--- src/rtl/gmii_frame_gen.sv ---
// gmii_frame_gen
//   Programmable GMII transmit source. It emits bursts of frames, each made of
//   PREAMBLE_LEN bytes of 0x55, one 0xD5 SFD byte and frame_len payload bytes.
//   Every frame is followed by IPG_LEN idle cycles. The payload is either an
//   incrementing count, a constant fill byte or PRBS8. A burst can be aborted
//   at a frame boundary.
//
//   Optional feature macro: GMII_FRAME_GEN_ERR_INJECT_EN
//     When defined, one payload byte per frame can be replaced by an error
//     symbol (TXD=0x0F, TX_ER=1). When undefined, TX_ER stays 0 and
//     err_en/err_idx are unused.
//
// Ports
//   GTX_CLK       transmit clock (the only clock)
//   mr_main_reset synchronous active-high reset
//   start         one-cycle burst request, honoured only when idle
//   abort         stop after the current frame and its IPG
//   frame_len     payload bytes per frame (0 is treated as 1), latched at start
//   num_frames    frames per burst, latched at start
//   payload_mode  0 incrementing, 1 fill_byte, 2 PRBS8, 3 as 0
//   fill_byte     constant payload byte, latched at start
//   err_en        error injection enable (macro build only)
//   err_idx       payload byte index to corrupt (macro build only)
//   TXD/TX_EN/TX_ER  registered GMII transmit outputs
//   busy          burst in progress
//   done          one-cycle pulse at burst end
//   frame_cnt     frames fully sent in the current or last burst
module gmii_frame_gen #(
    parameter int PREAMBLE_LEN = 7,
    parameter int IPG_LEN      = 12,
    parameter int LEN_W        = 11,
    parameter int CNT_W        = 16
) (
    input  logic             GTX_CLK,
    input  logic             mr_main_reset,
    input  logic             start,
    input  logic             abort,
    input  logic [LEN_W-1:0] frame_len,
    input  logic [CNT_W-1:0] num_frames,
    input  logic [1:0]       payload_mode,
    input  logic [7:0]       fill_byte,
    input  logic             err_en,
    input  logic [LEN_W-1:0] err_idx,
    output logic [7:0]       TXD,
    output logic             TX_EN,
    output logic             TX_ER,
    output logic             busy,
    output logic             done,
    output logic [CNT_W-1:0] frame_cnt
);
    // Phase counter must hold preamble, payload and IPG positions.
    localparam int IPG_W = $clog2(IPG_LEN + 1);
    localparam int PH_W0 = (LEN_W > IPG_W) ? LEN_W : IPG_W;
    localparam int PH_W  = (PH_W0 > 4) ? PH_W0 : 4;
    localparam logic [PH_W-1:0] PRE_LAST = PH_W'(PREAMBLE_LEN - 1);
    localparam logic [PH_W-1:0] IPG_LAST = PH_W'(IPG_LEN - 1);

    typedef enum logic [2:0] {S_IDLE, S_PRE, S_SFD, S_PAY, S_IPG, S_DONE} state_t;

    state_t           state, state_nxt;
    logic [PH_W-1:0]  ph;
    logic [CNT_W-1:0] sent;
    logic             abort_pend;
    logic [7:0]       lfsr;
    logic [LEN_W-1:0] len_l;
    logic [CNT_W-1:0] num_l;
    logic [1:0]       mode_l;
    logic [7:0]       fill_l;
    logic [PH_W-1:0]  pay_last;
    logic             active, take_start, last_pay, err_hit;
    logic [7:0]       pay_byte, txd_d;
    logic             en_d, er_d;

    // x^8 + x^6 + x^5 + x^4 + 1, shifting towards the MSB.
    function automatic logic [7:0] lfsr_step(input logic [7:0] s);
        return {s[6:0], s[7] ^ s[5] ^ s[4] ^ s[3]};
    endfunction

    assign pay_last   = PH_W'(len_l) - PH_W'(1);
    assign active     = (state == S_PRE) || (state == S_SFD) ||
                        (state == S_PAY) || (state == S_IPG);
    assign take_start = (state == S_IDLE) && start;
    assign last_pay   = (state == S_PAY) && (ph == pay_last);

    always_comb begin
        state_nxt = state;
        case (state)
            S_IDLE: if (start) state_nxt = (num_frames == '0) ? S_DONE : S_PRE;
            S_PRE:  if (ph == PRE_LAST) state_nxt = S_SFD;
            S_SFD:  state_nxt = S_PAY;
            S_PAY:  if (ph == pay_last) state_nxt = S_IPG;
            // An abort arriving in the final IPG cycle still counts.
            S_IPG:  if (ph == IPG_LAST)
                        state_nxt = ((sent < num_l) && !abort_pend && !abort) ? S_PRE : S_DONE;
            S_DONE: state_nxt = S_IDLE;
            default: state_nxt = S_IDLE;
        endcase
    end

    always_ff @(posedge GTX_CLK) begin
        if (mr_main_reset) begin
            state      <= S_IDLE;
            ph         <= '0;
            sent       <= '0;
            abort_pend <= 1'b0;
            lfsr       <= 8'hFF;
        end else begin
            state <= state_nxt;
            ph    <= ((state_nxt != state) || (state == S_IDLE)) ? '0 : ph + PH_W'(1);
            if (take_start) begin
                sent       <= '0;
                abort_pend <= 1'b0;
            end else begin
                if (last_pay)        sent       <= sent + CNT_W'(1);
                if (active && abort) abort_pend <= 1'b1;
            end
            if (state == S_SFD)      lfsr <= 8'hFF;
            else if (state == S_PAY) lfsr <= lfsr_step(lfsr);
        end
    end

    // Burst parameters are captured once; later input changes are ignored.
    always_ff @(posedge GTX_CLK) begin
        if (take_start) begin
            len_l  <= (frame_len == '0) ? LEN_W'(1) : frame_len;
            num_l  <= num_frames;
            mode_l <= payload_mode;
            fill_l <= fill_byte;
        end
    end

`ifdef GMII_FRAME_GEN_ERR_INJECT_EN
    logic             err_en_l;
    logic [LEN_W-1:0] err_idx_l;

    always_ff @(posedge GTX_CLK) begin
        if (take_start) begin
            err_en_l  <= err_en;
            err_idx_l <= err_idx;
        end
    end

    assign err_hit = err_en_l && (err_idx_l < len_l) && (ph == PH_W'(err_idx_l));
`else
    logic unused_err;
    assign unused_err = ^{err_en, err_idx};
    assign err_hit    = 1'b0;
`endif

    // In PAY, sent is the 0-based index of the frame being transmitted.
    always_comb begin
        case (mode_l)
            2'd1:    pay_byte = fill_l;
            2'd2:    pay_byte = lfsr;
            default: pay_byte = 8'(sent) + 8'(ph);
        endcase
    end

    always_comb begin
        txd_d = 8'h00;
        en_d  = 1'b0;
        er_d  = 1'b0;
        case (state)
            S_PRE: begin
                txd_d = 8'h55;
                en_d  = 1'b1;
            end
            S_SFD: begin
                txd_d = 8'hD5;
                en_d  = 1'b1;
            end
            S_PAY: begin
                en_d = 1'b1;
                if (err_hit) begin
                    txd_d = 8'h0F;
                    er_d  = 1'b1;
                end else begin
                    txd_d = pay_byte;
                end
            end
            default: ;
        endcase
    end

    // Output register stage: outputs trail the state by one cycle.
    always_ff @(posedge GTX_CLK) begin
        if (mr_main_reset) begin
            TXD       <= 8'h00;
            TX_EN     <= 1'b0;
            TX_ER     <= 1'b0;
            busy      <= 1'b0;
            done      <= 1'b0;
            frame_cnt <= '0;
        end else begin
            TXD       <= txd_d;
            TX_EN     <= en_d;
            TX_ER     <= er_d;
            busy      <= active;
            done      <= (state == S_DONE);
            frame_cnt <= sent;
        end
    end
endmodule

--- config.mk ---
export PLATFORM = sky130hd
export DESIGN_NAME = gmii_frame_gen
export DESIGN_NICKNAME = d
export VERILOG_FILES = /design/src/rtl/gmii_frame_gen.sv
export SDC_FILE = /design/constraint.sdc
export NUM_CORES = 1
export LEC_CHECK = 0
export ABC_AREA = 1
export BUFFER_PORTS_ARGS = -buffer_cell sky130_fd_sc_hd__buf_4
export CAP_MARGIN = 20
export CORE_UTILIZATION = 35
export DETAILED_ROUTE_END_ITERATION = 10
export GPL_TIMING_DRIVEN = 0
export HOLD_SLACK_MARGIN = 0.1
export SLEW_MARGIN = 40
export SYNTH_ARGS = -nofsm -noshare
export SYNTH_HDL_FRONTEND = slang
export SYNTH_SLANG_ARGS = --single-unit
--- constraint.sdc ---
create_clock -name GTX_CLK -period 4.58 [get_ports GTX_CLK]
set_clock_uncertainty 0.2 [all_clocks]
set_input_delay 0.229 -clock GTX_CLK [delete_from_list [all_inputs] [get_ports GTX_CLK]]
set_output_delay 0.229 -clock GTX_CLK [all_outputs]
set_load 0.01 [all_outputs]
* Word-level counts from Yosys, hierarchy flattened
Index checks and enable logic that the tools add are counted.
Storage, ports and cells: register bits 103, input bits 53, logic and storage cells 61
Operators by class: add/subtract/negate cells 4, order comparisons 1, equal/unequal tests 11, multiplexer cells 10, bitwise logic cells 3, reduce and logical (&&, ||, !) cells 18
Operators by type and width (number):
- case mux 8 bit (3 select lines) | 1
- 2-to-1 mux 3 bit | 6
- adder 16 x 1 -> 16 bit (second input constant) | 1
- zero test 16 bit | 1
- less-than comparator 16 bit | 1
- case mux 8 bit (2 select lines) | 1
- case mux 3 bit (5 select lines) | 1
- adder 11 x 1 -> 11 bit (second input constant) | 1
- equality test 11 bit | 1
- equality test 11 x 3 -> 1 bit (second input constant) | 1
- equality test 11 x 4 -> 1 bit (second input constant) | 1
- zero test 11 bit | 1
- subtractor 11 x 1 -> 11 bit (second input constant) | 1
- adder 8 bit | 1
- equality test 3 x 2 -> 1 bit (second input constant) | 2
- equality test 3 bit (second input constant) | 2
- OR reduction 2 bit | 3
- logical AND 1 bit | 5
- logical OR 1 bit | 4
- equality test 3 x 1 -> 1 bit (second input constant) | 1
- zero test 3 bit | 1
- inequality test 3 bit | 1
- OR reduction 3 bit | 1
- bitwise XOR 1 bit | 3
- 4 further kinds | 5

* Logic depth before layout (Yosys ltp)
Gate-level depths: netlist (run 1).
word-level depth 9, depth in mapped cells 18

* Worst setup path after synthesis (run 1)
Ideal clock, no wire load.
path type register -> register, start register state[1], end register sent[10], arrival 2.058 ns, data required time 4.248 ns, path slack 2.190 ns, cell stages (with the launch flop) 8, path buffers 1, clock period less this slack 2.390 ns, cell sequence dfxtp_1 nor2_1 nand3_1 inv_1 nor2_1 inv_1 clkbuf_1 a21oi_1
Between the ends: word-level cells in the longest chain between the ends 3, elaborated cells on any way between the ends 5
RTL lines:
- start: declaration | line 60 | state_t state, state_nxt;
- start signal: assignment | line 108 | state <= state_nxt;
- zero test 3 bit | line 82 | assign take_start = (state == S_IDLE) && start;
- logical AND 1 bit | line 82
- named net take_start | line 70 | logic active, take_start, last_pay, err_hit;
- OR reduction 2 bit (no source line)
- end signal: assignment | line 114 | if (last_pay) sent <= sent + CNT_W'(1);
- end: declaration | line 62 | logic [CNT_W-1:0] sent;
The timed path passes the listed nets, and every way through them passes these cells. A chain may end at the register's enable or synchronous reset.

* Worst setup path after layout (run 1)
start register len_l[0], end register state[2]
Between the ends: word-level cells in the longest chain between the ends 4
RTL lines:
- start: declaration | line 65 | logic [LEN_W-1:0] len_l;
- start signal: assignment | line 125 | len_l <= (frame_len == '0) ? LEN_W'(1) : frame_len;
- subtractor 11 x 1 -> 11 bit | line 79 | assign pay_last = PH_W'(len_l) - PH_W'(1);
- equality test 11 bit | line 91 | S_PAY: if (ph == pay_last) state_nxt = S_IPG;
- 2-to-1 mux 3 bit | line 91
- case mux 3 bit (5 select lines) | line 87 | case (state)
No other way between the ends.

==> impl_metrics.json, run 1 <==
{
  "outcome": "complete, but fails checks",
  "violations": "DRC",
  "n_fill_cell": 1426,
  "rsz0062_at_grt": "false",
  "pwr-share-comb_pct": 9.5,
  "cts_buffers": 9,
  "postCtsSetupBuffers": 0,
  "die-width_microns": 125,
  "route.vias.total": 4602,
  "yosysTopAreaCell": "dfxtp_1",
  "grt_max_degree": 27,
  "ys_types": 39,
  "cts_root_buf": "clkbuf_16",
  "drt_iter0_drc": 202,
  "hold_viol_final": 0,
  "final_antenna_net_count": 0,
  "viasPerCell": 4.86,
  "ir_drop_v": 0.000201,
  "clk_latency_ps": 350,
  "cp-end-kind": "flop",
  "cp_max_fo": 9,
  "portBuffers": 67,
  "power.leakage_nw": 2.80,
  "initial_core_util_pct": 36.2,
  "cts.htree.levels": 3,
  "place_hpwl_microns": 9720,
  "nets": 839,
  "grt_usage_pct": 17.3,
  "final_util_pct": 46.3,
  "setup_tns_ps": 0,
  "clockBufferDepth": 2,
  "synth-main-ff-cell": "dfxtp_1",
  "drv_cap": 0,
  "drt_first_pass_iters": 8,
  "seq_power_share_pct": 49.0,
  "die_h_microns": 125,
  "rows": 44,
  "clock_sinks": 103,
  "synthTopCellsByArea": "dfxtp_1, edfxtp_1, nand2_1",
  "netSwitchingPower_w": 0.000463,
  "arrival_ps": 3260,
  "grt_pass1_wl_microns": 21300,
  "fmax_mhz": 316,
  "clk_pin_slew_ps": 70,
  "critPathKind": "reg2reg",
  "grt_overflow": 0,
  "cp_data_required_time_ps": 4680,
  "netlist_area_sq_mm": 0.00530,
  "avgSynthCellArea_sq_um": 8.31,
  "synth-seq-area-share_pct": 45.9,
  "yosysMostFrequentCell": "nand2_1",
  "cts_tree": "yes",
  "setup_violations": 0,
  "drc": 8,
  "ys.warnings.count": 0,
  "yosysTopAreaCellShare_pct": 24.9,
  "antenna_found_initial": 0,
  "cp-start-kind": "flop",
  "core_area_sq_mm": 0.0146,
  "fin_crit_ps": 3160,
  "drive_above_1_share_pct": 15.9,
  "drt-total-wl_microns": 13100,
  "ios": 81,
  "wl_per_cell_microns": 13.8,
  "grt_pass1_vias": 4515,
  "gp_congestion": 0.886,
  "switching_share_pct": 22.9,
  "slew_violations": 0,
  "finalCritPeriodShare_pct": 69.1,
  "n_antenna_cell": 0,
  "clock_power_share_pct": 41.6,
  "internal_power_w": 0.00156,
  "syn_to_final_growth_pct": 28.1,
  "synth_edf_count": 37,
  "design.die.area_sq_mm": 0.0156,
  "syn_nets": 720,
  "async_reset_ff_share_pct": 0,
  "hp-class": "in2reg",
  "powerDensity_mw_per_mm2": 298,
  "tightest_slew_ps": 657,
  "relSlewSlack_pct": 56.2,
  "synth_common_cells": "nand2_1, inv_1, dfxtp_1",
  "synth_cells": 638,
  "ys_seq_elements": 103
}
-- placed cells by master (no fill, tap or decap), types with 12 or more instances in the layout --
| master | instances |
|---|---|
| ha_1 | 28 |
| dlygate4sd3_1 | 40 |
| nor3_1 | 19 |
| xnor2_1 | 12 |
| nor2_1 | 59 |
| buf_4 | 69 |
| clkbuf_1 | 18 |
| xor2_1 | 20 |
| o21ai_0 | 17 |
| nand3_1 | 43 |
| nand2_1 | 115 |
| a21oi_1 | 40 |
| inv_1 | 82 |
| edfxtp_1 | 37 |
| dfxtp_1 | 66 |
-- power groups by stage --
stage          registers, W  clock network [W]   logic, W
2_1_floorplan       0.00101                  0  0.0000975
3_3_place_gp        0.00101                  0   0.000154
3_5_place_dp        0.00101                  0   0.000163
4_1_cts            0.000991           0.000859   0.000190
5_1_grt            0.000993           0.000885   0.000212
6_report           0.000990           0.000841   0.000192
-- stage by stage --
step                      cells  cell area, sq um  power, W  setup WS (ps)  hold slack [ps]
after floorplan             638              5300   0.00111           2190             98.4
after global placement      889              6030   0.00117           1510              208
after detailed placement    890              6050   0.00117           1980              209
after CTS                   946              6790   0.00204           1440              268
after global routing        946              6790   0.00209           1190              301
final                       946              6790   0.00202           1420              279
-- critical path: stages (launching register included) --
cell           delay, ps
edfxtp_1             410
inv_2                140
ha_1                 230
nand2_1              120
nor2_1               180
nand2_1              100
xor2_1               230
inv_1                 70
nor2_1               110
nand4_1              130
nor2_4               260
nand2_2              180
a31oi_1              180
dlygate4sd3_1        560
-- worst paths after layout --
path | start | endpoint | slack, ps | depth (start not counted)
setup / recovery | len_l[0] | state[2] | 1420 | 13
hold / removal | start | state[0] | 280 | 5
setup reg to reg | len_l[0] | state[2] | 1420 | 13
hold reg to reg | lfsr[0] | lfsr[0] | 290 | 2
-- routing by layer --
| metal | routed length, microns | part of all wire [%] | global-route usage [%] | vias to the layer above |
|---|---|---|---|---|
| met5 | 0 | 0 | 0 | - |
| met4 | 382 | 2.9 | 8.03 | 0 |
| met3 | 629 | 4.8 | 3.21 | 29 |
| met2 | 6370 | 49 | 29.9 | 128 |
| met1 | 5710 | 44 | 20.9 | 2109 |
| li1 | - | - | - | 2336 |
-- kinds of logic (layout without fill, tap and decap cells) --
kind of cell / Yosys count / count (layout) / share of synthesized area (%)
and+or+nand+nor: 286 / 286 / 25.3
buffers and inverters: 110 / 234 / 8.08
DFF: 103 / 103 / 45.9
AOI/OAI and AO/OA: 76 / 76 / 8.05
xor gates and xnor gates: 33 / 33 / 5.60
adders and majority gates: 29 / 29 / 6.99
other: 1 / 1 / 0.0708
-- state kept, by name (all words and copies together), names as in the netlist, 3 cells and up --
name       cells
TXD            8
fill_l         8
frame_cnt     16
len_l         11
lfsr           8
num_l         16
ph            11
sent          16
state          3
-- area by class of cell --
class / instances / area, sq um / area share (%)
plain buffers: 20 / 90.1 / 1.33
clock buffers: 12 / 279 / 4.11
multi-input cells: 425 / 2440 / 35.9
well taps: 184 / 230 / 3.39
clock inverters: 4 / 55.1 / 0.811
inverters: 90 / 338 / 4.98
repair buffers: 108 / 923 / 13.6
flip-flops and latches: 103 / 2430 / 35.8
-- repair_timing --
| item | CTS | global route |
|---|---|---|
| hold buffers | 40 | 0 |
| hold endpoints to repair | 43 | 0 |
| resized for setup | 0 | 0 |
Note: power is estimated with default switching activity, not from simulation.
==> run 2, diff against run 1 <==
clock period = 3 ns   (was 4.58 ns; I/O delays follow)
==> run 2 against run 1 <==
Compared with the run above:
- the flow still finishes with violations (DRC)
- sequential power is 53% higher
- sequential share of layout area stayed put
- register-to-register slack worse by 1100 ps
- first-iteration DRC count is 11% higher
- utilization stayed put
- largest power group unchanged
- highest routed layer unchanged
==> impl_metrics.json, run 2 (same netlist as run 1, synthesis figures left out) <==
{
  "outcome": "complete, but fails checks",
  "violations": "DRC",
  "cts.htree.levels": 3,
  "grt_pass1_wl_microns": 21400,
  "grt_max_degree": 27,
  "grt_usage_pct": 17.4,
  "rows": 44,
  "initial_core_util_pct": 36.2,
  "cp-end-kind": "flop",
  "cp_max_fo": 9,
  "cp-start-kind": "flop",
  "setup_violations": 0,
  "tightest_slew_ps": 703,
  "cts_root_buf": "clkbuf_16",
  "power.leakage_nw": 2.80,
  "design.die.area_sq_mm": 0.0156,
  "viasPerCell": 4.83,
  "rsz0062_at_grt": "false",
  "reg.largest.list": "frame_cnt x16, num_l x16, sent x16",
  "clk_latency_ps": 350,
  "portBuffers": 67,
  "final_cells": 946,
  "syn_to_final_growth_pct": 28.1,
  "ios": 81,
  "drt-total-wl_microns": 13100,
  "critPathKind": "reg2reg",
  "gp_congestion": 0.886,
  "n_fill_cell": 1426,
  "clk_pin_slew_ps": 70,
  "die_h_microns": 125,
  "drv_cap": 0,
  "power.total_w": 0.00308,
  "setup_tns_ps": 0,
  "multi_input_area_sq_mm": 0.00244,
  "n_antenna_cell": 0,
  "dp_cells": 890,
  "antenna_found_initial": 0,
  "core_area_sq_mm": 0.0146,
  "hold_ws_ps": 286,
  "die-width_microns": 125,
  "fin_crit_ps": 2680,
  "final_util_pct": 46.3,
  "final_antenna_net_count": 0,
  "powerDensity_mw_per_mm2": 454,
  "regArea_sq_mm": 0.00243,
  "arrival_ps": 2700,
  "clockBufferDepth": 2,
  "fmax_mhz": 374,
  "grt_overflow": 0,
  "cp_data_required_time_ps": 3020,
  "wl_per_cell_microns": 13.8,
  "drive_above_1_share_pct": 15.9,
  "grt_pass1_vias": 4521,
  "slew_violations": 0,
  "nets": 839,
  "finalCritPeriodShare_pct": 89.2,
  "drt_iter0_drc": 224,
  "final_common_cell": "nand2_1",
  "drt_first_pass_iters": 10,
  "place_hpwl_microns": 9720,
  "relSlewSlack_pct": 53.1,
  "drc": 8,
  "route.vias.total": 4569,
  "cts_tree": "yes",
  "hp-class": "reg2reg",
  "cts_buffers": 9,
  "ir_drop_v": 0.000308,
  "clock_sinks": 103,
  "final_cell_mix": "nand2_1, inv_1, buf_4",
  "hold_viol_final": 0
}
run 2: worst max-delay path, cell delays in order, from the launching register on:
cell and delay, ps:
edfxtp_1 410, inv_2 140, ha_1 230, nand2_1 120, nor2_1 180, nand2_1 100
xor2_1 230, inv_1 70, nor2_1 110, nand4_1 130, nor2_4 260, nand2_2 190
nand2_1 110, a21oi_1 70
run 2: routing by layer:
metal | vias up | global-route usage, % | routed length (microns)
met2 | 106 | 30.1 | 6460
met5 | - | 0 | 0
li1 | 2337 | - | -
met3 | 25 | 3.21 | 566
met1 | 2101 | 20.9 | 5730
met4 | 0 | 8.03 | 335
run 2: worst paths after layout:
path,start,end,slack (ps),cells after the start
hold / removal,lfsr[0],lfsr[0],290,2
setup / recovery,len_l[0],sent[9],320,13
hold reg to reg,lfsr[0],lfsr[0],290,2
setup reg to reg,len_l[0],sent[9],320,13
run 2: metrics by stage:
stage,instance area [sq um],setup WS [ps]
after global placement,6030,-65.1
after floorplan,5300,610
after CTS,6790,338
after global routing,6790,75.7
after detailed placement,6050,398
final,6790,323
run 2: what timing repair did:
action	in CTS	in global routing
endpoints found under the hold margin	49	0
hold buffers	40	0
gates resized for setup	0	0
setup buffers	0	0
run 2: area by class of cell:
cell class | instances | area share (%)
multi-input combinational | 425 | 35.9
sequential | 103 | 35.8
timing repair buffer | 108 | 13.6
inverter | 90 | 4.98
clock buffer | 12 | 4.11
tap | 184 | 3.39
buffer | 20 | 1.33
clock inverter | 4 | 0.811
run 2: report_power, final:
group / internal [W] / total (W) / switching (W)
Combinational: 0.000136 / 0.000293 / 0.000157
Sequential: 0.00149 / 0.00151 / 0.0000202
Clock: 0.000754 / 0.00128 / 0.000523
